## src/rtl/parity_arb_pkg.sv

```systemverilog
// Shared constants and helpers for the parity unit arbiter.
package parity_arb_pkg;

    // Width of each requester word fed to the parity unit.
    localparam int PAR_DATA_W = 4;

    // Width needed to index n requesters; never below 1 bit.
    function automatic int id_width(input int n);
        return (n <= 1) ? 1 : $clog2(n);
    endfunction

endpackage

```

## src/rtl/parity_unit_arbiter_odd_parity4.sv

```systemverilog
// Combinational 4-input odd-parity unit: out=1 when an odd number of inputs are set.
module odd_parity4
    import parity_arb_pkg::*;
(
    input  logic in0,
    input  logic in1,
    input  logic in2,
    input  logic in3,
    output logic out
);

    assign out = in0 ^ in1 ^ in2 ^ in3;

endmodule

```

## src/rtl/parity_unit_arbiter.sv

```systemverilog
// Round-robin arbiter sharing one odd-parity unit among NREQ requesters.
// The result is registered with the requester index on a valid/ready port.
// Optional build macro PARITY_ARB_STATS_EN adds a saturating odd-result counter.
module parity_unit_arbiter
    import parity_arb_pkg::*;
#(
    parameter int NREQ = 4,
    parameter int IDW  = 2,
    parameter int CNTW = 8
) (
    input  logic                         clk,
    input  logic                         rst,
    input  logic [NREQ-1:0]              req_valid,
    input  logic [PAR_DATA_W*NREQ-1:0]   req_data,
    output logic [NREQ-1:0]              req_ready,
    output logic                         rsp_valid,
    input  logic                         rsp_ready,
    output logic [IDW-1:0]               rsp_id,
    output logic                         rsp_odd,
    output logic [CNTW-1:0]              odd_count
);

    logic [IDW-1:0]        rr_ptr;
    logic                  grant_vld_p0;
    logic [IDW-1:0]        grant_idx_p0;
    logic [IDW-1:0]        rr_next_p0;
    logic [PAR_DATA_W-1:0] word_p0;
    logic                  odd_p0;
    logic                  can_load_p0;
    logic                  xfer_p0;

    logic                  vld_p1;
    logic [IDW-1:0]        id_p1;
    logic                  odd_p1;

    // ---- Stage p0: arbitration, word mux, parity ----

    // Scan requesters starting at rr_ptr, wrapping, and pick the first valid one.
    always_comb begin
        grant_vld_p0 = 1'b0;
        grant_idx_p0 = '0;
        for (int k = 0; k < NREQ; k++) begin
            if (!grant_vld_p0 && req_valid[(int'(rr_ptr) + k) % NREQ]) begin
                grant_vld_p0 = 1'b1;
                grant_idx_p0 = IDW'((int'(rr_ptr) + k) % NREQ);
            end
        end
    end

    // The response register can take a new result when empty or being drained.
    assign can_load_p0 = !vld_p1 || rsp_ready;
    assign xfer_p0     = grant_vld_p0 && can_load_p0;
    assign word_p0     = req_data[PAR_DATA_W*grant_idx_p0 +: PAR_DATA_W];
    assign rr_next_p0  = (grant_idx_p0 == IDW'(NREQ-1)) ? '0 : grant_idx_p0 + 1'b1;

    // One-hot ready to the winner only when the transfer can actually land.
    always_comb begin
        req_ready = '0;
        if (xfer_p0) begin
            req_ready[grant_idx_p0] = 1'b1;
        end
    end

    odd_parity4 u_parity (
        .in0 (word_p0[0]),
        .in1 (word_p0[1]),
        .in2 (word_p0[2]),
        .in3 (word_p0[3]),
        .out (odd_p0)
    );

    // ---- Stage p1: response register and round-robin pointer ----

    // Load on transfer, drain when consumed, hold under backpressure; reset drops any held result.
    always_ff @(posedge clk) begin
        if (rst) begin
            vld_p1 <= 1'b0;
            id_p1  <= '0;
            odd_p1 <= 1'b0;
            rr_ptr <= '0;
        end else if (xfer_p0) begin
            vld_p1 <= 1'b1;
            id_p1  <= grant_idx_p0;
            odd_p1 <= odd_p0;
            rr_ptr <= rr_next_p0;
        end else if (rsp_ready) begin
            vld_p1 <= 1'b0;
        end
    end

    assign rsp_valid = vld_p1;
    assign rsp_id    = id_p1;
    assign rsp_odd   = odd_p1;

`ifdef PARITY_ARB_STATS_EN
    logic [CNTW-1:0] cnt_p1;

    // Increment that sticks at the all-ones maximum instead of wrapping.
    function automatic logic [CNTW-1:0] sat_inc(input logic [CNTW-1:0] c);
        return (&c) ? c : c + 1'b1;
    endfunction

    // Count every result loaded with odd parity, saturating at the top.
    always_ff @(posedge clk) begin
        if (rst) begin
            cnt_p1 <= '0;
        end else if (xfer_p0 && odd_p0) begin
            cnt_p1 <= sat_inc(cnt_p1);
        end
    end

    assign odd_count = cnt_p1;
`else
    assign odd_count = '0;
`endif

endmodule

```

## config.mk

```make
export PLATFORM = sky130hd
export DESIGN_NAME = parity_unit_arbiter
export DESIGN_NICKNAME = d
export VERILOG_FILES = /design/src/rtl/parity_arb_pkg.sv /design/src/rtl/parity_unit_arbiter_odd_parity4.sv /design/src/rtl/parity_unit_arbiter.sv
export SDC_FILE = /design/constraint.sdc
export NUM_CORES = 1
export LEC_CHECK = 0
export CAP_MARGIN = 10
export CELL_PAD_IN_SITES_DETAIL_PLACEMENT = 1
export CELL_PAD_IN_SITES_GLOBAL_PLACEMENT = 1
export CORE_MARGIN = 2
export CORE_UTILIZATION = 25
export DETAILED_ROUTE_END_ITERATION = 8
export HOLD_SLACK_MARGIN = 0.08
export PLACE_DENSITY_LB_ADDON = 0.1
export SYNTH_ARGS = -nofsm -noshare
export SYNTH_HDL_FRONTEND = slang
export SYNTH_SLANG_ARGS = --single-unit
```

## constraint.sdc

```tcl
create_clock -name clk -period 2.3 [get_ports clk]
set_input_delay 0.46 -clock clk [delete_from_list [all_inputs] [get_ports clk]]
set_output_delay 0.46 -clock clk [all_outputs]
set_load 0.1 [all_outputs]
```

; After elaboration in Yosys (flattened, before gate mapping)
; Cells that the tools add are included.
[word_totals]
latch_bits = 0
reg_bits = 6
rom_bits = 0
ram_bits = 0
in_bits = 23
mem_count = 0
elab_cells = 61
out_inout_bits = 16
[classes]
n_bitwise = 6
order_cmp = 6
n_eq_ne = 1
div_mod_pow = 0
n_mux = 25
n_reduce_logical = 14
mul = 0
shifts = 1
addsub = 4
[ops]
columns = op, n
row1 = 16-bit by 5-bit variable part select with 4-bit output, 1
row2 = 1-bit two-way mux, 14
row3 = "3-bit by 4-bit less-than comparator with 1-bit output, second input constant", 3
row4 = 2-bit two-way mux, 5
row5 = 1-bit binary-select mux with 2-bit select, 4
row6 = "2-bit by 3-bit less-than comparator with 1-bit output, second input constant", 2
row7 = 2-bit OR reduction, 3
row8 = 1-bit logical AND, 5
row9 = "2-bit by 1-bit adder with 2-bit output, second input constant", 2
row10 = "2-bit adder, second input constant", 2
row11 = 1-bit zero test, 4
row12 = 4-bit two-way mux, 1
row13 = "1-bit AND, first input constant", 3
row14 = 1-bit XOR, 3
row15 = 1-bit demux with 2-bit select, 1
row16 = "2-bit equality test, second input constant", 1
row17 = "2-bit by 1-bit greater-or-equal comparator with 1-bit output, second input constant", 1
row18 = 2-bit nonzero test, 1
row19 = 1-bit logical OR, 1

; Longest topological paths before layout
[depth]
ltp_word = 19
depth_mapped = 7
depth_no_buf = 7

; Cells and area by module
; From an unflattened synthesis, not the netlist that was laid out.
[hier_totals]
hier_cells = 71
area_unflattened_um2 = 594.3
[modules_own_cells]
columns = module, seq_area_each_um2, instances, area_per_inst_um2, cells_each
row1 = parity_unit_arbiter, 120.1, 1, 568.0, 68
row2 = odd_parity4, 0.0, 1, 26.3, 3

; Worst setup path before layout
; Ideal clock, no wire load.
[synth_path]
kind = input to output
start = input req_valid[0]
end = output req_ready[2]
stages = 6
required_ns = 1.840
n_path_buf = 0
setup_slack_ns = -0.229
arrival_ns = 2.069
path_cell_list = nor2b_1 -> o21ba_1 -> or3_1 -> inv_1 -> ha_1 -> and2_1
[synth_between]
elab_chain_cells = 17
word_cells_on_any_way = 32
classes_between = order compare: 2 / mux: 22 / reduce/logical: 8
[synth_rtl]
columns = item, line
row1 = start: declaration, parity_unit_arbiter.sv:13  ; input logic [NREQ-1:0] req_valid,
row2 = 1-bit binary-select mux with 2-bit select, parity_unit_arbiter.sv:43  ; if (!grant_vld_p0 && req_valid[(int'(rr_ptr) + k) % NREQ]) begin
row3 = 1-bit two-way mux (not written as such), parity_unit_arbiter.sv:43
row4 = 1-bit two-way mux, parity_unit_arbiter.sv:43
row5 = 1-bit zero test, parity_unit_arbiter.sv:43
row6 = 1-bit logical AND, parity_unit_arbiter.sv:43
row7 = 1-bit two-way mux, parity_unit_arbiter.sv:43
row8 = 1-bit zero test, parity_unit_arbiter.sv:43
row9 = 1-bit logical AND, parity_unit_arbiter.sv:43
row10 = [2 not listed], --
row11 = 1-bit logical AND, parity_unit_arbiter.sv:43
row12 = 2-bit two-way mux (*), parity_unit_arbiter.sv:43
row13 = named net grant_idx_p0[1], parity_unit_arbiter.sv:25  ; logic [IDW-1:0] grant_idx_p0;
row14 = 2-bit by 3-bit less-than comparator with 1-bit output (not written as such) or 2-bit by 1-bit greater-or-equal comparator with 1-bit output (tied branches), parity_unit_arbiter.sv:60  ; req_ready[grant_idx_p0] = 1'b1;
row15 = 1-bit logical AND (not written as such), parity_unit_arbiter.sv:60
row16 = 1-bit two-way mux (not written as such), parity_unit_arbiter.sv:60
row17 = 1-bit demux with 2-bit select (*), parity_unit_arbiter.sv:60
row18 = 4-bit two-way mux (*), parity_unit_arbiter.sv:59  ; if (xfer_p0) begin
row19 = end: declaration, parity_unit_arbiter.sv:15  ; output logic [NREQ-1:0] req_ready,
; The timed path passes the listed nets; every way through them passes the cells marked *. The select of a mux whose other input is x is not followed.

; Worst setup path in the final report
[layout_path]
start = input req_valid[2]
end = output req_ready[3]
; The elaborated chain is that of the path after synthesis.

==> results <==
## metal layers
| metal | track usage | up-vias | routed length, um |
|---|---|---|---|
| met2 | 0.262 | 12 | 1160 |
| met4 | 0.0610 | 0 | 0 |
| met1 | 0.172 | 322 | 794 |
| met3 | 0.0108 | 0 | 66 |
| li1 | - | 345 | - |
| met5 | 0 | - | 0 |
## final timing paths
check | from | end | slack [ps] | depth (start not counted)
worst max-delay path | req_valid[2] | req_ready[3] | -10 | 8
worst max register to register | rr_ptr[1] | rr_ptr[0] | 420 | 9
worst min-delay path | rsp_id[0] | rsp_id[0] | 480 | 2
worst min register to register | rsp_id[0] | rsp_id[0] | 480 | 2
## metrics by stage
| step | utilization | cell area, sq um |
|---|---|---|
| 6_report | 0.511 | 1270 |
| 5_1_grt | 0.511 | 1270 |
| 2_1_floorplan | - | 679 |
| 3_3_place_gp | 0.436 | 1080 |
| 3_5_place_dp | 0.436 | 1080 |
| 4_1_cts | 0.506 | 1250 |
## worst max-delay path, stage by stage
cell and delay, ps:
buf_6 90, nor2b_4 120, or4_4 530, nand2_4 100, buf_12 120, ha_4 120, and2_4 150, buf_12 170
## synthesized netlist by cell type
library cell | count | area share
a2111oi_2 | 1 | 0.023
a211oi_2 | 1 | 0.019
a21oi_1 | 6 | 0.046
and2_1 | 4 | 0.039
and2_4 | 1 | 0.013
and4b_2 | 1 | 0.017
buf_4 | 8 | 0.092
buf_6 | 1 | 0.017
conb_1 | 1 | 0.0058
dfxtp_1 | 6 | 0.18
ha_1 | 4 | 0.077
inv_1 | 3 | 0.017
mux2i_1 | 1 | 0.015
nand2_1 | 2 | 0.012
nand2_4 | 1 | 0.017
nand2b_1 | 4 | 0.039
nand3_1 | 1 | 0.0077
nand4b_1 | 1 | 0.013
nor2_1 | 4 | 0.023
nor2b_1 | 2 | 0.019
nor3b_1 | 1 | 0.012
nor4_1 | 1 | 0.0096
nor4_2 | 1 | 0.019
o21ai_0 | 2 | 0.015
o21ai_2 | 1 | 0.013
o21ba_1 | 1 | 0.015
o21bai_1 | 1 | 0.012
or3_1 | 1 | 0.0096
or4_4 | 1 | 0.017
or4b_1 | 1 | 0.015
xnor2_1 | 11 | 0.15
xor2_1 | 1 | 0.013
## what timing repair did
item                                    in CTS  in global routing
pin swaps                                    6                  3
resized for setup                           45                  1
endpoints found under the setup margin       5                  4
buffers inserted                             6                  1
## area by class of cell
cell class	count	area [sq um]
clock buffer	3	22.5
fill	296	1210
inverter	3	13.8
multi-input combinational	65	558
sequential	6	125
tap	30	37.5
timing repair buffer	51	509
## power by group
part	internal, uW	total (uW)	switching (uW)
Combinational	259	612	353
Clock	59.1	97.9	38.8
Sequential	123	141	18.2
Total	441	851	410
## kinds of logic after synthesis
kind of cell             Yosys count  share of synthesized area
AO/OA/AOI/OAI                     13                      0.145
buffers and inverters             12                      0.127
AND/OR/NAND/NOR                   27                      0.283
XOR/XNOR                          12                      0.162
flip-flops                         6                      0.185
multiplexers                       1                     0.0154
other                              1                    0.00577
adder cells (fa/ha/maj)            4                     0.0771
## cells in the final DEF, fill, tap and decap left out, types with 2 or more instances in the layout
master           instances
a21oi_1                  5
and2_4                   4
buf_12                   5
buf_4                   23
buf_6                    4
clkbuf_4                 3
clkdlybuf4s50_1         18
conb_1                   8
dfxtp_1                  4
ha_4                     3
nand2_1                  2
nand2b_1                 4
nor2_1                   3
nor2b_4                  2
o21ai_0                  2
xnor2_1                 11
## registers in the layout (all words and copies together), names as in the netlist
| name | count |
|---|---|
| rr_ptr | 2 |
| rsp_id | 2 |
| rsp_odd | 1 |
| rsp_valid | 1 |
==> impl_metrics.env <==
export IMPL_rsz0062_at_grt="yes"
export IMPL_cts_sinks=6
export IMPL_violations="setup timing"
export IMPL_p_total_uw=851
export IMPL_wl_per_cell_um=12.8
export IMPL_vias_per_cell=4.30
export IMPL_yosys_warnings=0
export IMPL_cts_hold_buf=0
export IMPL_p_leak_uw=0.000539
export IMPL_synth_seq_area_share=0.185
export IMPL_grt_ovfl_total=0
export IMPL_cts_made_buffers=3
export IMPL_dpl_hpwl_um=1620
export IMPL_crit_type="primary input to output pin"
export IMPL_gp_congestion=0.669
export IMPL_maxCapViolCount=0
export IMPL_ys_ff_latch=6
export IMPL_worst_ep_arrival_time_ps=1850
export IMPL_antenna_found_initial=0
export IMPL_layout_drive_gt1_share=0.484
export IMPL_final_min_clock_period_ps=2310
export IMPL_die_x_um=55.0
export IMPL_place_ws_ps=-463
export IMPL_num_vias=679
export IMPL_grt_pass1_wl_um=3080
export IMPL_power_density_mw_per_mm2=672
export IMPL_core_sq_mm=0.00248
export IMPL_dp_cells=148
export IMPL_initial_core_util=0.262
export IMPL_setup_ws_ps=-13.5
export IMPL_hold_viol_final=0
export IMPL_peakVddDrop_uv=482
export IMPL_grt_max_degree=8
export IMPL_cts_tree="done"
export IMPL_hold_ws_ps=476
export IMPL_start_kind="primary input"
export IMPL_syn2layout_area_growth_pct=95.0
export IMPL_clock_path_buffers=2
export IMPL_rows=18
export IMPL_crit_required_ps=1840
export IMPL_endpoint_kind="output pin"
export IMPL_htree_levels=1
export IMPL_grt_usage=0.144
export IMPL_fin_crit_sh=1.01
export IMPL_stdcell_count=158
export IMPL_min_path_type="flop to flop"
export IMPL_clkLatencyLatePin_ps=240
export IMPL_clk_pin_slew_worst_paths_ps=50
export IMPL_syn_instance_count=76
export IMPL_ys_types=32
export IMPL_root_buffer="clkbuf_4"
export IMPL_fin_tns_setup_ps=-13.5
export IMPL_die_area_sq_mm=0.00302
export IMPL_fin_worst_skew_ps=3.16
export IMPL_die_h_um=55.0
export IMPL_drt_pass1_iterations=4
export IMPL_setup_viol=1
export IMPL_first_global_vias=716
export IMPL_routed_wl_um=2020
export IMPL_io_buffers=30
export IMPL_ant_nets=0
export IMPL_synth_area_sq_um=649
export IMPL_fin_nets=157
export IMPL_antenna_cells=0
export IMPL_drt_initial_drc_count=6
export IMPL_cp_max_fo=3
export IMPL_outcome="complete, but fails checks"
export IMPL_drc=0
export IMPL_ios=39
export IMPL_drv_slew=0
export IMPL_fmax_mhz=432
export IMPL_syn_area_per_cell_sq_um=8.54
Power figures use the tool's default switching activity.
